===== src/rtl/morse_pkg.sv =====
// morse_pkg: shared Morse constants, receiver state type and letter table
package morse_pkg;
  localparam logic DOT = 1'b0;
  localparam logic DASH = 1'b1;
  localparam int MORSE_DASH_MIN = 2;
  localparam int MORSE_DASH_MAX = 4;
  localparam int MORSE_LETTER_GAP = 3;
  localparam int MORSE_WORD_GAP = 7;
  localparam int MORSE_MAX_LEN = 4;
  typedef enum logic [2:0] {
    RX_IDLE,
    RX_MARK,
    RX_SPACE,
    RX_GAP,
    RX_RECOVER
  } morse_rx_state_t;
  typedef struct packed {
    logic [3:0] code;
    logic [2:0] len;
    logic [7:0] ascii;
  } morse_letter_t;
  // first element sits at bit len-1, last element at bit 0
  localparam morse_letter_t MORSE_TABLE [26] = '{
    '{4'b0001, 3'd2, "a"}, '{4'b1000, 3'd4, "b"}, '{4'b1010, 3'd4, "c"},
    '{4'b0100, 3'd3, "d"}, '{4'b0000, 3'd1, "e"}, '{4'b0010, 3'd4, "f"},
    '{4'b0110, 3'd3, "g"}, '{4'b0000, 3'd4, "h"}, '{4'b0000, 3'd2, "i"},
    '{4'b0111, 3'd4, "j"}, '{4'b0101, 3'd3, "k"}, '{4'b0100, 3'd4, "l"},
    '{4'b0011, 3'd2, "m"}, '{4'b0010, 3'd2, "n"}, '{4'b0111, 3'd3, "o"},
    '{4'b0110, 3'd4, "p"}, '{4'b1101, 3'd4, "q"}, '{4'b0010, 3'd3, "r"},
    '{4'b0000, 3'd3, "s"}, '{4'b0001, 3'd1, "t"}, '{4'b0001, 3'd3, "u"},
    '{4'b0001, 3'd4, "v"}, '{4'b0011, 3'd3, "w"}, '{4'b1001, 3'd4, "x"},
    '{4'b1011, 3'd4, "y"}, '{4'b1100, 3'd4, "z"}
  };
endpackage


===== src/rtl/morse_lut.sv =====
// morse_lut: element pattern to lowercase ASCII lookup
module morse_lut
  import morse_pkg::*;
(
  input  logic [3:0] code,
  input  logic [2:0] len,
  output logic [7:0] ascii,
  output logic       hit
);
  // a miss reports "?" so the caller can emit it directly
  always_comb begin
    ascii = 8'h3F;
    hit = 1'b0;
    for (int i = 0; i < 26; i++)
      if (code == MORSE_TABLE[i].code && len == MORSE_TABLE[i].len) begin
        ascii = MORSE_TABLE[i].ascii;
        hit = 1'b1;
      end
  end
endmodule


===== src/rtl/morse_decoder.sv =====
// morse_decoder: unit-sampled Morse receiver emitting one ASCII char per letter and a space per word gap
module morse_decoder
  import morse_pkg::*;
#(
  parameter int DASH_MIN = MORSE_DASH_MIN,
  parameter int DASH_MAX = MORSE_DASH_MAX,
  parameter int LETTER_GAP = MORSE_LETTER_GAP,
  parameter int WORD_GAP = MORSE_WORD_GAP
) (
  input  logic       clkin,
  input  logic       rst,
  input  logic       tick,
  input  logic       din,
  output logic [7:0] char_out,
  output logic       char_valid,
  output logic       err
);
  localparam int RMAX = DASH_MAX > WORD_GAP ? DASH_MAX : WORD_GAP;
  localparam int RW = $clog2(RMAX + 1);
  morse_rx_state_t state, state_n;
  logic [RW-1:0] run, run_n;
  logic [3:0] code, code_n;
  logic [2:0] len, len_n;
  logic [7:0] char_n, lut_ascii;
  logic valid_n, err_n, lut_hit, elem;
  morse_lut u_lut (
    .code(code),
    .len(len),
    .ascii(lut_ascii),
    .hit(lut_hit)
  );
  assign elem = run < RW'(DASH_MIN) ? DOT : DASH;
  // run comparisons use the pre-increment value so run never exceeds its maximum
  always_comb begin
    state_n = state;
    run_n = run;
    code_n = code;
    len_n = len;
    char_n = char_out;
    valid_n = 1'b0;
    err_n = 1'b0;
    if (tick)
      case (state)
        RX_IDLE: begin
          state_n = din ? RX_MARK : RX_IDLE;
          run_n = din ? RW'(1) : '0;
        end
        RX_MARK:
          if (din) begin
            err_n = run == RW'(DASH_MAX);
            state_n = err_n ? RX_RECOVER : RX_MARK;
            run_n = err_n ? '0 : run + RW'(1);
            code_n = err_n ? 4'd0 : code;
            len_n = err_n ? 3'd0 : len;
          end else begin
            err_n = len == 3'(MORSE_MAX_LEN);
            state_n = err_n ? RX_RECOVER : RX_SPACE;
            run_n = RW'(1);
            code_n = err_n ? 4'd0 : {code[2:0], elem};
            len_n = err_n ? 3'd0 : len + 3'd1;
          end
        RX_SPACE:
          if (din) begin
            state_n = RX_MARK;
            run_n = RW'(1);
          end else begin
            valid_n = run == RW'(LETTER_GAP - 1);
            err_n = valid_n && !lut_hit;
            char_n = valid_n ? lut_ascii : char_out;
            state_n = valid_n ? RX_GAP : RX_SPACE;
            run_n = run + RW'(1);
            code_n = valid_n ? 4'd0 : code;
            len_n = valid_n ? 3'd0 : len;
          end
        RX_GAP:
          if (din) begin
            state_n = RX_MARK;
            run_n = RW'(1);
          end else begin
            valid_n = run == RW'(WORD_GAP - 1);
            char_n = valid_n ? 8'h20 : char_out;
            state_n = valid_n ? RX_IDLE : RX_GAP;
            run_n = valid_n ? '0 : run + RW'(1);
          end
        RX_RECOVER: begin
          state_n = !din && run == RW'(LETTER_GAP - 1) ? RX_IDLE : RX_RECOVER;
          run_n = din || state_n == RX_IDLE ? '0 : run + RW'(1);
          code_n = 4'd0;
          len_n = 3'd0;
        end
        default: begin
          state_n = RX_IDLE;
          run_n = '0;
          code_n = 4'd0;
          len_n = 3'd0;
        end
      endcase
  end
  // state and registered output strobes
  always_ff @(posedge clkin) begin
    if (rst) begin
      state <= RX_IDLE;
      run <= '0;
      code <= 4'd0;
      len <= 3'd0;
      char_out <= 8'h00;
      char_valid <= 1'b0;
      err <= 1'b0;
    end else begin
      state <= state_n;
      run <= run_n;
      code <= code_n;
      len <= len_n;
      char_out <= char_n;
      char_valid <= valid_n;
      err <= err_n;
    end
  end
endmodule


===== config.mk =====
export PLATFORM = sky130hd
export DESIGN_NAME = morse_decoder
export DESIGN_NICKNAME = d
export VERILOG_FILES = /design/src/rtl/morse_pkg.sv /design/src/rtl/morse_lut.sv /design/src/rtl/morse_decoder.sv
export SDC_FILE = /design/constraint.sdc
export NUM_CORES = 1
export LEC_CHECK = 0
export ABC_CLOCK_PERIOD_IN_PS = 3000
export BUFFER_PORTS_ARGS = -buffer_cell sky130_fd_sc_hd__buf_4
export CORE_MARGIN = 5
export CORE_UTILIZATION = 35
export DETAILED_ROUTE_END_ITERATION = 10
export GPL_TIMING_DRIVEN = 0
export PLACE_DENSITY = 0.49
export REMOVE_ABC_BUFFERS = 1
export SLEW_MARGIN = 10
export SYNTH_ARGS = -nofsm -noshare
export SYNTH_HDL_FRONTEND = slang
export SYNTH_SLANG_ARGS = --single-unit

===== constraint.sdc =====
create_clock -name clkin -period 3 [get_ports clkin]
set_input_delay 0.6 -clock clkin [delete_from_list [all_inputs] [get_ports clkin]]
set_output_delay 0.6 -clock clkin [all_outputs]
set_load 0.005 [all_outputs]

Word-level counts from Yosys, hierarchy flattened --
Cells that the tools add are included.
Cells by class: add/subtract/negate cells 2, order comparisons 1, equality and inequality tests 29, multiplexer cells 93, bitwise operators 2, reduce and logical (&&, ||, !) cells 39
Operators with widths (count):
- 2-to-1 mux 7 bit | 26
- 2-to-1 mux 3 bit | 15
- 2-to-1 mux 1 bit | 33
- 2-to-1 mux 8 bit | 4
- one-hot mux 3 bit (5 select lines) | 2
- logical AND 1 bit | 28
- equality test 4 bit, second input constant | 6
- 2-to-1 mux 4 bit | 5
- equality test 4 x 3 -> 1 bit, second input constant | 4
- one-hot mux 8 bit (2 select lines) | 1
- equality test 3 x 2 -> 1 bit, second input constant | 5
- equality test 3 bit, second input constant | 4
- one-hot mux 4 bit (3 select lines) | 1
- one-hot mux 3 bit (3 select lines) | 1
- equality test 4 x 2 -> 1 bit, second input constant | 2
- inequality test 2 bit, second input constant | 4
- adder 3 x 1 -> 3 bit, second input constant | 2
- equality test 3 x 1 -> 1 bit, second input constant | 2
- logical NOT 3 bit | 2
- 2-to-1 mux 2 bit | 3
- AND reduction 6 bit | 1
- AND reduction 5 bit | 1
- equality test 4 x 1 -> 1 bit, second input constant | 1
- logical NOT 4 bit | 1
- other kinds (8) | 12
Word-level totals: register bits after elaboration 23, output and inout bits 10, word-level logic and storage cells 173

Logic depth before layout (Yosys ltp) --
Gate-level depths: netlist of run 1.
depth after elaboration 32, mapped depth 9, depth with buffers taken out 8

By module --
Synthesis of run 1 repeated with hierarchy kept, for this count alone.
Second synthesis, totals: cell total of the unflattened synthesis 245, area, all modules 1846.8 um^2
Modules (own cells, without submodules):
- morse_decoder | instances 1, cells an instance 162, area each 1301.2 um^2, sequential area each 460.4 um^2
- morse_lut | instances 1, cells an instance 83, area each 545.5 um^2, sequential area each 0.0 um^2

Least setup slack after synthesis of run 1 --
OpenSTA, ideal clock, no wires.
path type reg-to-reg, from register len[0], to register char_out[6], library setup time 0.134 ns, arrival time 1.879 ns, required time 2.866 ns, path slack 0.988 ns, cell stages (with the launch flop) 9, path buffers 1, period minus slack after synthesis 2.012 ns, cell sequence dfxtp_1 inv_1 ha_1 and2_1 buf_6 a32o_1 or3_4 o31ai_1 a21oi_1
Between the ends: longest elaborated chain between the ends 31, elaborated cells on any way between the ends 59
Ends and longest elaborated chain:
- from (decl) | RTL line morse_decoder.sv:23 | logic [2:0] len, len_n;
- from (signal assigned) | RTL line morse_decoder.sv:113 | len <= len_n;
- equality test 3 x 2 -> 1 bit | RTL line morse_lut.sv:15 | if (code == MORSE_TABLE[i].code && len == MORSE_TABLE[i].len) begin
- logical AND 1 bit | RTL line morse_lut.sv:15
- 2-to-1 mux 7 bit (25 in series) | RTL line morse_lut.sv:15
- 2-to-1 mux 7 bit * | RTL line morse_lut.sv:15
- 2-to-1 mux 8 bit * | RTL line morse_decoder.sv:69 | char_n = valid_n ? lut_ascii : char_out;
- 2-to-1 mux 8 bit * | RTL line morse_decoder.sv:63 | if (din) begin
- one-hot mux 8 bit (2 select lines) * | RTL line morse_decoder.sv:43 | case (state)
- to (signal assigned) | RTL line morse_decoder.sv:114 | char_out <= char_n;
- to (decl) | RTL line morse_decoder.sv:14 | output logic [7:0] char_out,
Mark *: on every way between the ends. The rest lies on a longest branch, timed or not. The select of a mux whose other input is x is not followed. A chain may end at the register's enable or synchronous reset.

Final worst setup path of run 1 --
from register len[2], to register char_out[6]
Same word-level chain as after synthesis.

==> results.md, run 1 <==
* 1st-pass router iterations at 4
* Final Setup Violations at 0
* Clock Latency Late Sink at between 0.2 and 0.3 ns
* Min-Delay Path Class: register to register
* ANT cells at 0
* Unique masters post-synth at 58
* Routability cong. at 0.814
* Post-CTS Setup Inserts at 0
* Top_reg_cell synth: dfxtp_1
* CP Data Arrival Time at 2.43 ns
* Post-cts resize count at 0
* WHS Endpoint: char_out[3]
* Area of the multi-input gates at 0.00116 mm²
* H-tree Lvls at 1
* DPL Wire Length at 3.18 mm
* Initial drt markers at 183
* CTS Buf Count at 3
* Syn Area/Cell at 7.41 µm²
* Hold Fails Final Rpt at 0
* Reg2reg path depth at 7
* Die ar. at between 0.006 and 0.007 mm²
* R2R Path Start: len[2]
* TritonCTS clock tree: done
* Die width at 81.6 µm
* Startpoint types: register
* CP Class: register to register
* # DRC at 0
* WHS at 0.454 ns
* Synth Instances at ~240
* Starting Density at between 30% and 40%
* Slew Viols, Final at 0
* Endpoint class of the critical path: register
* IO Pins at 14
* Number of hold buffers added after cts at 0
* Switching Share at 22.6%
* Core Footprint at 0.00504 mm²
* Via count at 1,694
* Clock power share at 38.4%
* Fmax at 438 MHz
* PwrDens at 287 mW/mm²
* Busiest metal layer after global routing: met2
* First-pass GRT wire length at 7.52 mm
* Async set-or-reset flop fraction in the synthesized netlist at 0%
* GRT Total Usage at between 10 and 15%
* R2r endpoint: char_out[6]
* Initial antenna violation count at 0
* Post-Syn Area at 0.00179 mm²
* Met1 Use GR at 19.9%
* Reported max-cap violation count at 0
* CTS Root Cell: clkbuf_8
* Int Pwr at around 0.42 mW
* Sum Neg Setup Slack at 0 ns
* Die Span Y at 81.6 µm
* Drt via density at about 5.5
* Met2 Resource Use GR at 22.1%
* Slew margin rel. at 44.4%
* Register Area at 440 µm²
* Largest net degree at the start of global routing at 26
* Seq/Total Area, Yosys at 24.5%
* Required time of the critical path at 3.14 ns
* R2r setup slk at a little over 0.7 ns
* Buffers on Ports at 12
* Vias in the first global route at 1,520
* Final period util at roughly 76%
* Synth Register Bits at 22
* Hold Path Depth at 2
* Worst-path clk slew at 0.08 ns
* Met3 usage at under 10%
* Net count, final at 249
* Pleak at about 0.65 nW
* Synth warn at 0
* Routed len/inst at between 10 and 15 µm
* Bufs on Longest Clock Path at 2
* Status: complete, no violations
* Area Growth Syn to Fin at 6.21%
* Clock skew at 0.00110 ns
* Rows at 26
* Crit path max fanout at 11
* Least-Margin Pin Slew at 0.829 ns
* Minimum clock period at 2.28 ns
* Peak supply drop at 190 µV
* RSZ-0062 raised after global routing: no
* DRT antenna net count at 0
* Combinational Power Share at 7.2%
* Seq pwr share at 54.4%
* Net load switching power at roughly 0.12 mW
* Post-synth EDFFs at 0
* Layout cells sized above 1 at 11.9%
* Number of fill cells at about 540
* Min-delay src: char_out[3]
* Routed WL at roughly 4.4 mm
* Sinks on Clock Net at 22
* Total grt overflow at 0
registers in the layout (all words and copies together) (netlist names):
signal and flops:
run 3, code 4, err 1, char_out 7, state 3, char_valid 1, len 3
worst max-delay path, cell delays in order (launching register included):
cell     delay, ns
dfxtp_1       0.52
inv_1         0.16
ha_1          0.30
and3_1        0.22
a32o_1        0.23
or3_4         0.40
o31ai_1       0.24
a21oi_1       0.09
metrics by stage:
| stage | util (%) | power, mW | setup slack [ns] | instances | area [µm²] |
|---|---|---|---|---|---|
| global placement | 36.6 | 0.344 | 0.276 | 302 | 1850 |
| detailed placement | 36.7 | 0.344 | 0.704 | 302 | 1850 |
| finish | 37.8 | 0.548 | 0.715 | 306 | 1910 |
| floorplan | - | 0.325 | 0.827 | 220 | 1670 |
| global route | 37.8 | 0.577 | 0.454 | 306 | 1910 |
| CTS | 37.8 | 0.558 | 0.686 | 306 | 1910 |
Yosys cell counts (4+ instances only):
cell,n,area (µm²)
a21oi_1,26,130
dfxtp_1,22,440
nor2_1,20,75.1
inv_1,18,67.6
nand2_1,17,63.8
o21ai_0,13,65.1
nand3_1,11,55.1
buf_2,8,40.0
clkbuf_1,8,30.0
ha_1,8,100
nor3_1,8,40.0
o21ai_1,5,25.0
o22ai_1,5,31.3
a221oi_1,4,35.0
buf_6,4,45.0
nand2b_1,4,25.0
layout by cell type (no fill, tap or decap), drive strengths merged, types with 2 or more instances in the layout:
cell type	synthesis	routed
o2bb2ai	3	3
ha	8	8
inv	18	18
nand3b	3	3
and3	2	2
nor3	11	11
or3b	3	3
nand3	11	11
a21oi	27	27
a211oi	4	4
nor2b	3	3
dfxtp	22	22
nand2	17	17
nand2b	5	5
o22ai	6	6
clkbuf	8	4
or4b	2	2
o2111ai	2	2
or3	3	3
o31ai	3	3
a311oi	3	3
a221oi	4	4
o21ai	19	19
nor2	20	20
buf	14	12
how the worst max path moves through the flow:
stage | endpoint | from | slack, ns | depth (start not counted)
finish | char_out[6] | len[2] | 0.72 | 7
global route | code[1] | run[0] | 0.45 | 8
CTS | code[1] | run[0] | 0.69 | 8
detailed placement | code[1] | run[0] | 0.70 | 8
global placement | code[1] | run[0] | 0.28 | 8
floorplan | code[1] | run[0] | 0.83 | 8
per-layer routing:
metal,routed length (µm),up-vias
li1,-,865
met1,2150,782
met2,2000,43
met3,202,4
met4,33,0
met5,0,-
power by group through the flow:
stage	clock, mW	combinational [mW]	sequential, mW
finish	0.210	0.0393	0.298
global route	0.233	0.0450	0.299
CTS	0.221	0.0393	0.298
detailed placement	0	0.0392	0.305
global placement	0	0.0391	0.305
floorplan	0	0.0216	0.304
cells by family after synthesis:
kind of cell	share of synthesized area, %
AND/OR/NAND/NOR	26.6
AO/OA/AOI/OAI	31.7
buffers and inverters	10.8
flip-flops	24.5
adder cells (fa/ha/maj)	5.58
multiplexers	0.558
other	0.209
layout make-up:
class	instances	area share, %
clock buffers	4	2.89
inverters	18	3.55
multi-input cells	180	61.1
flip-flops and latches	22	23.1
well taps	70	4.60
repair buffers	12	4.73
Note: power is estimated with default switching activity, not from simulation.
==> inputs of run 2 (changes only) <==
ABC_CLOCK_PERIOD_IN_PS = 1900   (was 3000)
PLACE_DENSITY = 0.51   (was 0.49)
clock period = 1.9 ns   (was 3 ns; I/O delays follow)
==> run 2 against run 1 <==
Net effect: the flow now finishes with violations (negative setup slack); clock-buffer cell count is the same; hold slack lost 0.034 ns; die area unchanged; first-iteration DRC count down 9.8%; global-route usage increased by 0.48 points; critical path depth stayed put; clock skew rose by 0.0038 ns; routed wire length rose by 8.9%; cell count grew 4.9%; core utilization increased by 5.7 points; largest power group unchanged.
==> results.md, run 2 (synthesis results as in run 1) <==
* Status: finished, violations left
* Failing checks: negative setup slack
* Reg2reg path depth at 7 (unchanged)
* Biggest register: char_out
* R2r setup slk at -0.003 ns (-0.72 ns)
* Bufs on Longest Clock Path at 2 (unchanged)
* RSZ-0062 raised after global routing: yes
* Net count, final at 264 (+6.0%)
* Die Span Y at 81.6 µm (unchanged)
* Crit-path cells: ha_4 > ha_4 > and3_4 > a32o_2 > or3_4 > nand2b_4 > a211oi_2
* Required time of the critical path at 2.09 ns (-1.05 ns)
* Top Registers: char_out: 7 flops, code: 4 flops
* Power consumption at 0.875 mW (+60%)
* DPL Wire Length at 3.15 mm (-1.1%)
* Total grt overflow at 0 (unchanged)
* TritonCTS clock tree: done
* Final Setup Violations at 1 (+1)
* Drt via density at 5.61 (+1.4%)
* Routability cong. at 0.817 (+0.41%)
* Layout cells sized above 1 at 29.1% (+17 points)
* Max FFs per register at 7 (unchanged)
* 1st-pass router iterations at 4 (unchanged)
* H-tree Lvls at 1 (unchanged)
* Largest net degree at the start of global routing at 26 (unchanged)
* R2r endpoint: char_out[4]
* Via count at 1,802 (+6.4%)
* Pleak at 0.737 nW (+13%)
* Vias in the first global route at 1,623 (+6.8%)
* Min-Delay Path Class: primary input to register
* Critical Path End: char_out[4]
* Most frequent cells in the layout: buf_4, a21oi_1, nor2_1
* CP Class: register to register
* CP Data Arrival Time at 2.09 ns (-0.34 ns)
* Placed Instances at 302 (unchanged)
* Worst-path clk slew at 0.08 ns (about the same)
* CTS Buf Count at 3 (unchanged)
* Area Growth Syn to Fin at 22.2%
* Final setup margin at -0.00275 ns (-0.718 ns)
* Max incr delay on CP at 0.42 ns (-0.10 ns)
* PwrDens at 399 mW/mm² (+39%)
* GRT Total Usage at 14.7% (+0.48 points)
* Net load switching power at 0.211 mW (+70%)
* Starting Density at 35.6% (unchanged)
* Clock Latency Late Sink at 0.26 ns (about the same)
* Final period util at 100% (+24 points)
* Final std cells w/o fill at 321 (+4.9%)
* Initial antenna violation count at 0 (unchanged)
* CTS Root Cell: clkbuf_8
* Reported max-cap violation count at 0 (unchanged)
* DRT antenna net count at 0 (unchanged)
* WHS at 0.420 ns (-0.0342 ns)
* IO Pins at 14 (unchanged)
* First-pass GRT wire length at 7.83 mm (+4.1%)
* Initial drt markers at 165 (-9.8%)
* Core Footprint at 0.00504 mm² (unchanged)
* Peak supply drop at 262 µV (+38%)
* Buffers on Ports at 12 (unchanged)
* Critical Path Start: len[0]
* Slew Viols, Final at 0 (unchanged)
* Die ar. at 0.00666 mm² (unchanged)
* Clock skew at 0.00494 ns (+0.00384 ns)
* Routed WL at 4.77 mm (+8.9%)
* Startpoint types: register
* Crit path max-delay cell type: or3_4
* Commonest non-fill, non-tap cell in the layout: buf_4
* Clock power share at 39.1% (+0.7 points)
* Int Pwr at 0.664 mW (+57%)
* Crit path max fanout at 4 (-7)
* Endpoint class of the critical path: register
* Most frequent CP cell: ha_4
* Seq pwr share at 53.0% (-1.4 points)
* R2R Path Start: len[0]
* Rows at 26 (unchanged)
* Sinks on Clock Net at 22 (unchanged)
* Minimum clock period at 1.90 ns (-0.382 ns)
* Die width at 81.6 µm (unchanged)
* Combinational Power Share at 7.9% (+0.7 points)
* Hold Fails Final Rpt at 0 (unchanged)
* ANT cells at 0 (unchanged)
* Switching Share at 24.1% (+1.5 points)
* # DRC at 0 (unchanged)
* Fmax at 526 MHz (+20%)
* Routed len/inst at 14.9 µm (+3.8%)
[run 2: cell type report]
class / instances / area (µm²)
timing repair buffer: 27 / 203
clock buffer: 4 / 55.1
fill: 510 / 2850
tap: 70 / 87.6
sequential: 22 / 475
inverter: 18 / 70.1
multi-input combinational: 180 / 1300
[run 2: routing by layer]
metal  share of wire (%)  vias to the layer above  global-route usage (%)
met4                 1.0                        0                    4.65
met3                 5.6                        6                    2.63
met1                  44                      831                    19.6
li1                    -                      903                       -
met5                   0                        -                       0
met2                  49                       62                    23.9
[run 2: power groups by stage]
stage,Combinational (mW),Sequential (mW),Clock [mW]
detailed placement,0.0616,0.482,0
CTS,0.0660,0.463,0.356
global route,0.0768,0.465,0.375
global placement,0.0615,0.482,0
floorplan,0.0340,0.480,0
finish,0.0692,0.464,0.342
[run 2: worst min-delay path by stage]
stage                  end  cells after the start   startpoint
6_report            run[2]                      2         tick
2_1_floorplan  char_out[5]                      2  char_out[5]
3_3_place_gp   char_out[5]                      2  char_out[5]
4_1_cts             run[2]                      2         tick
3_5_place_dp   char_out[5]                      2  char_out[5]
5_1_grt             run[2]                      2         tick
[run 2: through the flow]
stage	worst slack, ns	util, %	instance area, µm²	TNS, ns
after floorplan	-0.273	-	1670	-2.15
after detailed placement	-0.397	36.7	1850	-4.36
after CTS	0.00706	41.1	2070	0
final	-0.00275	43.5	2190	-0.00275
after global placement	-0.784	36.6	1850	-7.87
after global routing	-0.0733	43.5	2190	-0.369
[run 2: worst max-delay path: cells and delay by family, from the launching register on]
family | cells | cell delay [ns]
flip-flops | 1 | 0.37
AND/OR/NAND/NOR | 3 | 0.75
adder cells (fa/ha/maj) | 2 | 0.31
AO/OA/AOI/OAI | 2 | 0.39
[run 2: what timing repair did]
item | 4_1_cts | 5_1_grt
pin swaps | 7 | 10
setup buffers | 6 | 9
setup endpoints to repair | 15 | 16
cloned | 0 | 0
resized for setup | 35 | 14
hold buffers | 0 | 0
